## src/rtl/receptor_paridade_impar_pkg.sv

```systemverilog
// Shared definitions for the odd-parity serial receiver (and its future
// transmitter): FSM state encodings and the serial line levels.
package receptor_paridade_impar_pkg;

    typedef enum logic [2:0] {
        ST_IDLE   = 3'd0,
        ST_START  = 3'd1,
        ST_DATA   = 3'd2,
        ST_PARITY = 3'd3,
        ST_STOP   = 3'd4
    } estado_t;

    localparam logic IDLE_LVL  = 1'b1;
    localparam logic START_LVL = 1'b0;

endpackage

```

## src/rtl/receptor_paridade_impar_sincronizador_2ff.sv

```systemverilog
// Two-flop synchronizer for an asynchronous single-bit input.
// RST_VAL is the level both flops take in reset (idle level of the source).
module sincronizador_2ff #(
    parameter logic RST_VAL = 1'b1
) (
    input  logic clk,
    input  logic rst_n,
    input  logic d,
    output logic q
);

    logic meta_q, meta_d;
    logic sync_q, sync_d;

    // Next values: shift the raw input through the two stages.
    always_comb begin
        meta_d = d;
        sync_d = meta_q;
    end

    // Synchronizer flops, reset to the line idle level.
    always_ff @(posedge clk or negedge rst_n) begin
        if (!rst_n) begin
            meta_q <= RST_VAL;
            sync_q <= RST_VAL;
        end else begin
            meta_q <= meta_d;
            sync_q <= sync_d;
        end
    end

    assign q = sync_q;

endmodule

```

## src/rtl/receptor_paridade_impar.sv

```systemverilog
// Odd-parity serial frame receiver.
// Frame: start(0), DATA_BITS data bits LSB first, parity, stop(1).
//
// state     | meaning
// ----------+-------------------------------------------------------------
// ST_IDLE   | line idle; wait for rx_s low (only once armed by a high level)
// ST_START  | wait to mid start bit and confirm it is still low
// ST_DATA   | sample one data bit every CLKS_PER_BIT cycles
// ST_PARITY | sample the parity bit
// ST_STOP   | sample the stop bit, publish result, back to IDLE at mid stop
module receptor_paridade_impar
    import receptor_paridade_impar_pkg::*;
#(
    parameter int DATA_BITS    = 3,
    parameter int CLKS_PER_BIT = 16
) (
    input  logic                 clk,
    input  logic                 rst_n,
    input  logic                 rx,
    output logic [DATA_BITS-1:0] data,
    output logic                 valid,
    output logic                 parity_err,
    output logic                 frame_err,
    output logic                 busy
);

    localparam int CW = $clog2(CLKS_PER_BIT);
    localparam int BW = $clog2(DATA_BITS + 1);

    localparam logic [CW-1:0] HALF_TC  = CW'(CLKS_PER_BIT / 2 - 1);
    localparam logic [CW-1:0] FULL_TC  = CW'(CLKS_PER_BIT - 1);
    localparam logic [BW-1:0] BIT_LAST = BW'(DATA_BITS - 1);

    logic rx_s;

    estado_t              state_q, state_d;
    logic [CW-1:0]        cnt_q, cnt_d;
    logic [BW-1:0]        bit_q, bit_d;
    logic [DATA_BITS-1:0] shift_q, shift_d;
    logic                 par_q, par_d;
    logic [DATA_BITS-1:0] data_q, data_d;
    logic                 valid_q, valid_d;
    logic                 perr_q, perr_d;
    logic                 ferr_q, ferr_d;
    // Armed once the line has been seen high in IDLE; blocks a held-low
    // break after a bad stop bit from being taken as a new start.
    logic                 armed_q, armed_d;

    sincronizador_2ff #(.RST_VAL(IDLE_LVL)) u_sync (
        .clk   (clk),
        .rst_n (rst_n),
        .d     (rx),
        .q     (rx_s)
    );

    // Next-state, sampling and result logic.
    always_comb begin
        state_d = state_q;
        cnt_d   = cnt_q + CW'(1);
        bit_d   = bit_q;
        shift_d = shift_q;
        par_d   = par_q;
        data_d  = data_q;
        valid_d = 1'b0;
        perr_d  = perr_q;
        ferr_d  = ferr_q;
        armed_d = armed_q;

        case (state_q)
            ST_IDLE: begin
                cnt_d = '0;
                bit_d = '0;
                if (rx_s == IDLE_LVL) begin
                    armed_d = 1'b1;
                end else if (armed_q) begin
                    state_d = ST_START;
                end
            end
            ST_START: begin
                if (cnt_q == HALF_TC) begin
                    cnt_d = '0;
                    bit_d = '0;
                    if (rx_s == START_LVL) begin
                        state_d = ST_DATA;
                    end else begin
                        state_d = ST_IDLE;
                    end
                end
            end
            ST_DATA: begin
                if (cnt_q == FULL_TC) begin
                    cnt_d   = '0;
                    // LSB-first: each new bit enters at the top and moves down.
                    shift_d = shift_q >> 1;
                    shift_d[DATA_BITS-1] = rx_s;
                    if (bit_q == BIT_LAST) begin
                        bit_d   = '0;
                        state_d = ST_PARITY;
                    end else begin
                        bit_d = bit_q + BW'(1);
                    end
                end
            end
            ST_PARITY: begin
                if (cnt_q == FULL_TC) begin
                    cnt_d   = '0;
                    par_d   = rx_s;
                    state_d = ST_STOP;
                end
            end
            ST_STOP: begin
                if (cnt_q == FULL_TC) begin
                    cnt_d   = '0;
                    data_d  = shift_q;
                    perr_d  = ~(^{shift_q, par_q});
                    ferr_d  = ~rx_s;
                    valid_d = 1'b1;
                    armed_d = rx_s;
                    state_d = ST_IDLE;
                end
            end
            default: begin
                state_d = ST_IDLE;
                cnt_d   = '0;
                bit_d   = '0;
            end
        endcase
    end

    // State and datapath registers.
    always_ff @(posedge clk or negedge rst_n) begin
        if (!rst_n) begin
            state_q <= ST_IDLE;
            cnt_q   <= '0;
            bit_q   <= '0;
            shift_q <= '0;
            par_q   <= 1'b0;
            data_q  <= '0;
            valid_q <= 1'b0;
            perr_q  <= 1'b0;
            ferr_q  <= 1'b0;
            armed_q <= 1'b0;
        end else begin
            state_q <= state_d;
            cnt_q   <= cnt_d;
            bit_q   <= bit_d;
            shift_q <= shift_d;
            par_q   <= par_d;
            data_q  <= data_d;
            valid_q <= valid_d;
            perr_q  <= perr_d;
            ferr_q  <= ferr_d;
            armed_q <= armed_d;
        end
    end

    assign data       = data_q;
    assign valid      = valid_q;
    assign parity_err = perr_q;
    assign frame_err  = ferr_q;
    assign busy       = (state_q != ST_IDLE);

endmodule

```

## config.mk

```make
export PLATFORM = sky130hd
export DESIGN_NAME = receptor_paridade_impar
export DESIGN_NICKNAME = d
export VERILOG_FILES = /design/src/rtl/receptor_paridade_impar_pkg.sv /design/src/rtl/receptor_paridade_impar_sincronizador_2ff.sv /design/src/rtl/receptor_paridade_impar.sv
export SDC_FILE = /design/constraint.sdc
export NUM_CORES = 1
export LEC_CHECK = 0
export CAP_MARGIN = 20
export CORE_ASPECT_RATIO = 1.4
export CORE_MARGIN = 5
export CORE_UTILIZATION = 30
export CTS_BUF_LIST = sky130_fd_sc_hd__clkbuf_16
export CTS_CLUSTER_SIZE = 20
export DETAILED_ROUTE_END_ITERATION = 10
export PLACE_DENSITY = 0.55
export SLEW_MARGIN = 20
export SYNTH_ARGS = -nofsm -noshare
export SYNTH_HDL_FRONTEND = slang
export SYNTH_SLANG_ARGS = --single-unit
export TNS_END_PERCENT = 5
```

## constraint.sdc

```tcl
create_clock -name clk -period 4.9 [get_ports clk]
set_input_delay 0.735 -clock clk [delete_from_list [all_inputs] [get_ports clk]]
set_output_delay 0.735 -clock clk [all_outputs]
set_load 0.005 [all_outputs]
```

==> Word-level counts from Yosys, hierarchy flattened <==
Cells that the tools add are included.
{ "classes": {"bitwise": 3, "mul": 0, "n_eq_ne": 15, "div_mod_pow": 0, "shift": 0, "magnitude_cmp": 0, "n_mux": 21, "n_reduce_logical": 12, "addsub": 2} }
{ "ops": {"columns": ["op", "n"], "rows": [
  ["2-to-1 mux 3 bit", 7],
  ["one-hot mux 3 bit (5 select lines)", 1],
  ["!= test 2 bit (second input constant)", 7],
  ["2-to-1 mux 2 bit", 4],
  ["2-to-1 mux 4 bit", 2],
  ["one-hot mux 4 bit (2 select lines)", 1],
  ["AND reduction 7 bit", 1],
  ["equality test 3 x 2 -> 1 bit (second input constant)", 2],
  ["one-hot mux 2 bit (3 select lines)", 1],
  ["AND reduction 2 bit", 3],
  ["AND reduction 3 bit", 2],
  ["adder 4 x 1 -> 4 bit (second input constant)", 1],
  ["equality test 4 x 3 -> 1 bit (second input constant)", 1],
  ["equality test 4 bit (second input constant)", 1],
  ["2-to-1 mux 1 bit", 4],
  ["XOR reduction 4 bit", 1],
  ["equality test 3 x 1 -> 1 bit (second input constant)", 1],
  ["equality test 3 bit (second input constant)", 1],
  ["logical NOT 3 bit", 1],
  ["inverter 1 bit", 3],
  ["nonzero test 3 bit", 1],
  ["OR reduction 3 bit", 1],
  ["adder 2 x 1 -> 2 bit (second input constant)", 1],
  ["equality test 2 bit (second input constant)", 1],
  ["other kinds (4)", 4]
]} }
{ "totals": {"wordCells": 65, "mem_bits_ro": 0, "input_bits": 3, "ramBits": 0, "mem_count": 0, "reg_bits": 22, "latch_bits": 0} }

==> Longest topological paths before layout <==
Gate-level depths: netlist (run 1).
{ "logic_depth": {"depth_word": 4, "ltp_mapped": 6, "depth_no_buf": 5} }

==> Cells and area by module <==
From an unflattened synthesis (run 1), not the netlist that was laid out.
{ "unflattened": {"hier_cells": 88, "hier_area_um2": 1063.5} }
{ "by_module_without_submodules": {"columns": ["mod", "cells_per_inst", "instances", "area_each_um2"], "rows": [
  ["receptor_paridade_impar", 86, 1, 1011.0],
  ["sincronizador_2ff", 2, 1, 52.6]
]} }

==> Worst setup path before layout (run 1) <==
No wires, ideal clock.
{ "synth_path": {"path_type": "register to output", "start": "register state_q[2]", "end": "output busy", "setup_slack_ns": 3.193, "t_arrival_ns": 0.972, "path_stages_with_launch": 3, "path_buffers": 1, "path_cell_list": "dfrtp_1 > buf_4 > or3_4"} }
{ "synth_via": {"elab_chain_cells": 1} }
{ "synth_rtl": {"columns": ["item", "line_no", "rtl"], "rows": [
  ["start, declared", "receptor_paridade_impar.sv:36", "estado_t state_q, state_d;"],
  ["start signal, assigned", "receptor_paridade_impar.sv:144", "state_q <= state_d;"],
  ["nonzero test 3 bit", "receptor_paridade_impar.sv:161", "assign busy = (state_q != ST_IDLE);"],
  ["end, declared", "receptor_paridade_impar.sv:24", "output logic busy"]
]} }
Every way passes these cells.

==> Worst setup path in the final report (run 1) <==
Same ends and word-level chain as after synthesis.

==> results.py, run 1 <==
metrics = {
    "die": {
        "design.portCount": 10,
        "initial_utilization": 0.3130,
        "chipWidth_um": 60.17,
        "floorplan.rows": 25,
        "floorplan.die_area_sq_um": 4828,
        "chipHeight_um": 80.24,
        "core-area_sq_um": 3378,
    },
    "synth": {
        "share_of_the_yosys_chip_area_belonging_to_registers": 0.5231,
        "syn_nets": 87,
        "postSynth.topFlopCell": "dfrtp_1",
        "syn-instance-count": 83,
        "synth_area_leaders": "dfrtp_1 (47%), mux2_4 (5.7%), dfstp_2 (5.0%)",
        "edff_count_synth": 0,
        "ys_seq_elements": 22,
        "mappedNetlistArea_sq_um": 1057,
        "synth_most_common_cell": "dfrtp_1",
        "synth_top_cell_by_area": "dfrtp_1",
        "synth.lib_cells_used.distinct": 32,
        "synth-async-reset-ratio": 1.000,
        "ys_top_cells_by_count": "dfrtp_1 (20), nand2_1 (7), o21ai_0 (6)",
        "synth.avg_cell_area_sq_um": 12.74,
        "ys.warnings.count": 0,
        "yosys.area.top_type_share": 0.4734,
    },
    "clocking": {
        "clk-insertion-delay-late_ns": 0.25,
        "cts_hold_repair.buffers": 0,
        "cts_bufs_inserted": 3,
        "postCtsSetupBuffers": 0,
        "cts.path.max_buffers": 2,
        "cts_sinks": 22,
        "h-tree-depth": 1,
        "tritoncts": "yes",
        "post_cts_resized": 0,
        "clk_pin_slew_worst_paths_ns": 0.06,
        "ctsRootBufferMaster": "clkbuf_16",
    },
    "sta": {
        "report.final.hold_viol_count": 0,
        "worst_pin_slew_ns": 0.5924,
        "achievable-frequency_ghz": 0.3986,
        "post-route-min-period_ns": 2.509,
        "fin_hold_ws_ns": 0.3574,
        "finalSetupViolCount": 0,
        "worst_clock_skew_ns": 0.001328,
        "rsz0062_at_grt": "no",
        "period_share": 0.5120,
        "timing.setup.tns_ns": 0,
        "maxSlewHeadroom": 0.6051,
        "maxSlewViolCount": 0,
    },
    "final_layout": {
        "finalNetCount": 97,
        "final_core_util": 0.3670,
        "layout-drive-gt1-share": 0.2391,
        "filler_instances": 326,
        "areaGrowthSynthToFinish_pct": 17.28,
        "antenna_cells": 0,
        "final_cell_area_sq_um": 1240,
    },
    "placed_design": {
        "dpl.hpwl_um": 1305,
        "place.gp.congestion": 0.7402,
        "placement.cell_area_sq_um": 1166,
        "buffer_ports.inserted": 9,
    },
    "global_routing": {
        "initial_antenna_violation_count": 0,
        "grt_max_degree": 23,
        "first_global_vias": 653,
        "gr-total-overflow": 0,
        "grt_pass1_wl_um": 3077,
        "global_route.usage.total": 0.08447,
    },
    "worst_setup_path": {
        "timing.critical_path.required_ns": 4.16,
        "critical_path_type": "reg -> out",
        "critical_path.max_fanout": 11,
        "cp_data_arrival_time_ns": 1.77,
        "r2r.worst_path.cells": 4,
        "timing.critical_path.to_type": "output port",
        "cp-start-kind": "flip-flop",
        "r2r_setup_slack_ns": 3.21,
        "r2r-start": "cnt_q[0]",
        "startpoint": "state_q[2]",
    },
    "power_and_ir_drop": {
        "design_power_total_mw": 0.4682,
        "ir_worst_vdd_mv": 0.1418,
        "power.density_cell_area_nw_per_um2": 377.6,
        "power.leakage_nw": 0.5459,
    },
    "detailed_routing": {
        "wl_per_cell_um": 13.37,
        "drtPass1Iterations": 4,
        "vias": 634,
        "drt.antenna.violating_nets": 0,
        "route.detailed.vias_per_inst": 4.803,
        "finalWirelength_um": 1765,
        "drt_iter0_drc": 20,
        "remaining_drc_errors": 0,
    },
    "worst_hold_path": {
        "worstHoldPathCells": 0,
        "min-delay-path-class": "reg -> reg",
        "hp-start": "u_sync.meta_q",
    },
    "run": {
        "maxCapViolations": 0,
    },
    "run_status": {
        "status": "finished, final reports clean",
    },
}
per-stage QoR:
stage | std cells | setup slack [ns]
floorplan | 83 | 3.193
global placement | 128 | 2.676
CTS | 132 | 2.381
detailed placement | 128 | 2.646
global route | 132 | 2.328
finish | 132 | 2.391
critical path: stages, from the launching register on:
cell	delay [ns]
dfrtp_1	0.58
or3_4	0.48
clkdlybuf4s50_1	0.46
power by group:
| group | leakage [nW] | switching (mW) | internal, mW |
|---|---|---|---|
| sequential | 0.292 | 0.0258 | 0.196 |
| combinational | 0.215 | 0.0366 | 0.0416 |
| clock | 0.0385 | 0.0595 | 0.109 |
metal layers:
layer  vias up  share of wire  track usage
met5         -              0            0
met2        16           0.48       0.1310
met3         4          0.048      0.01447
li1        311              -            -
met4         0          0.024      0.04656
met1       303           0.44       0.1086
final timing paths:
| check | endpoint |
|---|---|
| min reg2reg | u_sync.q |
| min in group asynchronous | data[1] |
| max reg2reg | data[1] |
| max in group asynchronous | u_sync.q |
| min | u_sync.q |
| max | busy |
flip-flops by register name, indices dropped and copies added, names as in the netlist:
name           flops
cnt_q              4
parity_err         1
frame_err          1
shift_q            3
u_sync.meta_q      1
valid              1
par_q              1
bit_q              2
data               3
u_sync.q           1
state_q            3
armed_q            1
placed cells by master (no fill, tap or decap), drive strengths merged:
cell type,count
mux2,6
o41ai,2
o21ai,8
nand4b,1
nand3,4
o211ai,2
inv,4
and3,3
nand2,7
a31oi,1
xnor2,3
mux2i,1
dfrtp,20
clkinv,1
nor2,5
or3,1
ha,1
clkbuf,3
a22o,1
a21boi,2
o311ai,1
a211oi,1
xor2,2
buf,1
dfstp,2
clkdlybuf4s50,8
and2,1
cell families (layout without fill, tap and decap cells):
logic type	count (synthesis)	in the layout	synth area share
compound gates	18	18	0.1539
flops	22	22	0.5231
fa+ha+maj	1	1	0.01183
buf+inv	8	17	0.04377
mux	7	7	0.08758
simple gates	22	22	0.1385
xor+xnor	5	5	0.04143
layout make-up:
cell class | count | area (sq um) | share of cell area
Sequential cell | 22 | 553.0 | 0.4460
Multi-Input combinational cell | 53 | 457.9 | 0.3693
Timing Repair Buffer | 9 | 85.08 | 0.06862
Clock buffer | 3 | 75.07 | 0.06054
Tap cell | 40 | 50.05 | 0.04036
Inverter | 4 | 15.01 | 0.01211
Clock inverter | 1 | 3.754 | 0.003027
No activity file was read; power rests on OpenSTA's default activity.
==> run 2, diff against run 1 <==
--- a/config.mk
+++ b/config.mk
@@ -12,7 +12,7 @@
 export CTS_BUF_LIST = sky130_fd_sc_hd__clkbuf_16
 export CTS_CLUSTER_SIZE = 20
 export DETAILED_ROUTE_END_ITERATION = 10
-export PLACE_DENSITY = 0.55
+export PLACE_DENSITY = 0.57
 export SLEW_MARGIN = 20
 export SYNTH_ARGS = -nofsm -noshare
 export SYNTH_HDL_FRONTEND = slang
==> constraint.sdc (replaced) <==
create_clock -name clk -period 2.1 [get_ports clk]
set_input_delay 0.315 -clock clk [delete_from_list [all_inputs] [get_ports clk]]
set_output_delay 0.315 -clock clk [all_outputs]
set_load 0.005 [all_outputs]
==> run 2 against run 1 <==
Global-route usage grew 0.23 points. Critical endpoint unchanged. Register-to-register slack lost 2.8 ns. Highest routed layer unchanged. Via count grew 2.4%. Final cell count grew 3.0%. First-iteration DRC count shrank 35%. Hold slack lost 0.0020 ns. Largest cell class unchanged. Die area is the same.
==> results.py, run 2 (same netlist as run 1, synthesis figures left out) <==
metrics = {
    "run_status": {
        "status": "finished, final reports clean",
    },
    "worst_setup_path": {
        "timing.critical_path.buf_inv": 1,
        "path_cells": "or3_4 > clkdlybuf4s50_1",
        "r2r_setup_slack_ns": 0.46,
        "critical_path.slowest_cell": "clkdlybuf4s50_1",
        "timing.critical_path.to_type": "output port",
        "critical-path-top-delay-family": "buffers and inverters",
        "startpoint": "state_q[2]",
        "timing.critical_path.required_ns": 1.78,
        "cpPeakStageDelay_ns": 0.46,
        "critical_path.max_fanout": 4,
        "regToRegEndpoint": "state_q[0]",
        "cp_data_arrival_time_ns": 1.50,
        "critical_path_type": "reg -> out",
        "r2r.worst_path.cells": 5,
        "worstSetupEndpoint": "busy",
        "path_depth": 2,
        "r2r-start": "cnt_q[0]",
        "cp-start-kind": "flip-flop",
    },
    "detailed_routing": {
        "drtPass1Iterations": 3,
        "drt_iter0_drc": 13,
        "vias": 649,
        "wl_per_cell_um": 12.38,
        "met2_wirelength_um": 808,
        "route.detailed.vias_per_inst": 4.772,
        "route.top_layer_used": "met4",
        "drt.antenna.violating_nets": 0,
        "wirelength_met1_um": 766,
        "route.met3.wl_um": 64,
        "finalWirelength_um": 1684,
        "remaining_drc_errors": 0,
    },
    "clocking": {
        "clk_pin_slew_worst_paths_ns": 0.06,
        "clk-insertion-delay-late_ns": 0.25,
        "tritoncts": "yes",
        "cts.path.max_buffers": 2,
        "post_cts_resized": 0,
        "cts_sinks": 22,
        "cts_hold_repair.buffers": 0,
        "cts_bufs_inserted": 3,
        "postCtsSetupBuffers": 0,
        "ctsRootBufferMaster": "clkbuf_16",
        "h-tree-depth": 1,
    },
    "final_layout": {
        "layout-drive-gt1-share": 0.2708,
        "areaGrowthSynthToFinish_pct": 23.08,
        "multi_input_area_sq_um": 457.9,
        "final_cell_area_sq_um": 1301,
        "seqCellArea_sq_um": 553.0,
        "final_core_util": 0.3852,
        "largest_register": "cnt_q",
        "top_library_cells_by_usage_in_the_layout_fill_and_taps_aside": "dfrtp_1 (20), clkdlybuf4s50_1 (9), nand2_1 (7)",
        "antenna_cells": 0,
        "filler_instances": 321,
        "largest_reg_flops": 4,
        "finalNetCount": 101,
        "most_frequent_standard_cell_in_the_layout_excluding_fill_and_tap_cells": "dfrtp_1",
    },
    "sta": {
        "worst_pin_slew_ns": 0.3704,
        "report.final.hold_viol_count": 0,
        "post-route-min-period_ns": 1.810,
        "maxSlewHeadroom": 0.7531,
        "period_share": 0.8620,
        "achievable-frequency_ghz": 0.5524,
        "timing.setup.tns_ns": 0,
        "finalSetupViolCount": 0,
        "rsz0062_at_grt": "no",
        "worst_clock_skew_ns": 0.005603,
        "maxSlewViolCount": 0,
    },
    "global_routing": {
        "first_global_vias": 687,
        "initial_antenna_violation_count": 0,
        "global_route.usage.total": 0.08674,
        "grt_pass1_wl_um": 3167,
        "grt_max_degree": 23,
        "gr-total-overflow": 0,
    },
    "die": {
        "design.portCount": 10,
        "core-area_sq_um": 3378,
        "chipWidth_um": 60.17,
        "initial_utilization": 0.3130,
        "floorplan.rows": 25,
        "floorplan.die_area_sq_um": 4828,
        "chipHeight_um": 80.24,
    },
    "placed_design": {
        "dpl.hpwl_um": 1279,
        "place.gp.congestion": 0.7722,
        "buffer_ports.inserted": 9,
        "placement.cell_area_sq_um": 1196,
    },
    "power_and_ir_drop": {
        "power.leakage_nw": 0.5792,
        "ir_worst_vdd_mv": 0.4395,
        "power.density_cell_area_nw_per_um2": 952.3,
    },
    "run": {
        "maxCapViolations": 0,
    },
    "worst_hold_path": {
        "min-delay-path-class": "reg -> reg",
        "hp-start": "u_sync.meta_q",
    },
}
## run 2: cell types whose count changed in the layout (fill, tap and decap cells not counted), sizes merged
cell and change:
bufinv +1, clkdlybuf4s50 +1, clkinv -1, buf +3
## run 2: area by class of cell
class / instances / share of cell area
repair buffers: 13 / 0.09231
inverters: 4 / 0.01154
multi-input cells: 53 / 0.3519
clock buffers: 3 / 0.05769
well taps: 40 / 0.03846
clock inverters: 1 / 0.02308
flip-flops and latches: 22 / 0.4250
## run 2: power breakdown
| group | leakage (nW) | switching, mW | internal, mW |
|---|---|---|---|
| registers | 0.292 | 0.0204 | 0.458 |
| logic | 0.236 | 0.122 | 0.112 |
| clock network | 0.0511 | 0.148 | 0.378 |
## run 2: stage by stage
step / power (mW) / worst slack, ns / hold WS, ns / std cells
after floorplan: 0.6533 / 0.5791 / 0.01941 / 83
after global placement: 0.7208 / 0.5184 / 0.3458 / 132
after detailed placement: 0.7235 / 0.4725 / 0.3468 / 132
after CTS: 1.254 / 0.2789 / 0.3557 / 136
after global routing: 1.303 / 0.2380 / 0.3648 / 136
final: 1.239 / 0.2898 / 0.3553 / 136
## run 2: layer usage
layer,global-route usage,vias to the layer above
met5,0,-
met4,0.05322,0
met3,0.01929,4
met2,0.1385,10
met1,0.1026,314
li1,-,321
## run 2: how the worst min path moves through the flow
stage | cells past startpoint | endpoint
global placement | 0 | u_sync.q
global route | 0 | u_sync.q
detailed placement | 0 | u_sync.q
CTS | 0 | u_sync.q
finish | 0 | u_sync.q
floorplan | 0 | armed_q
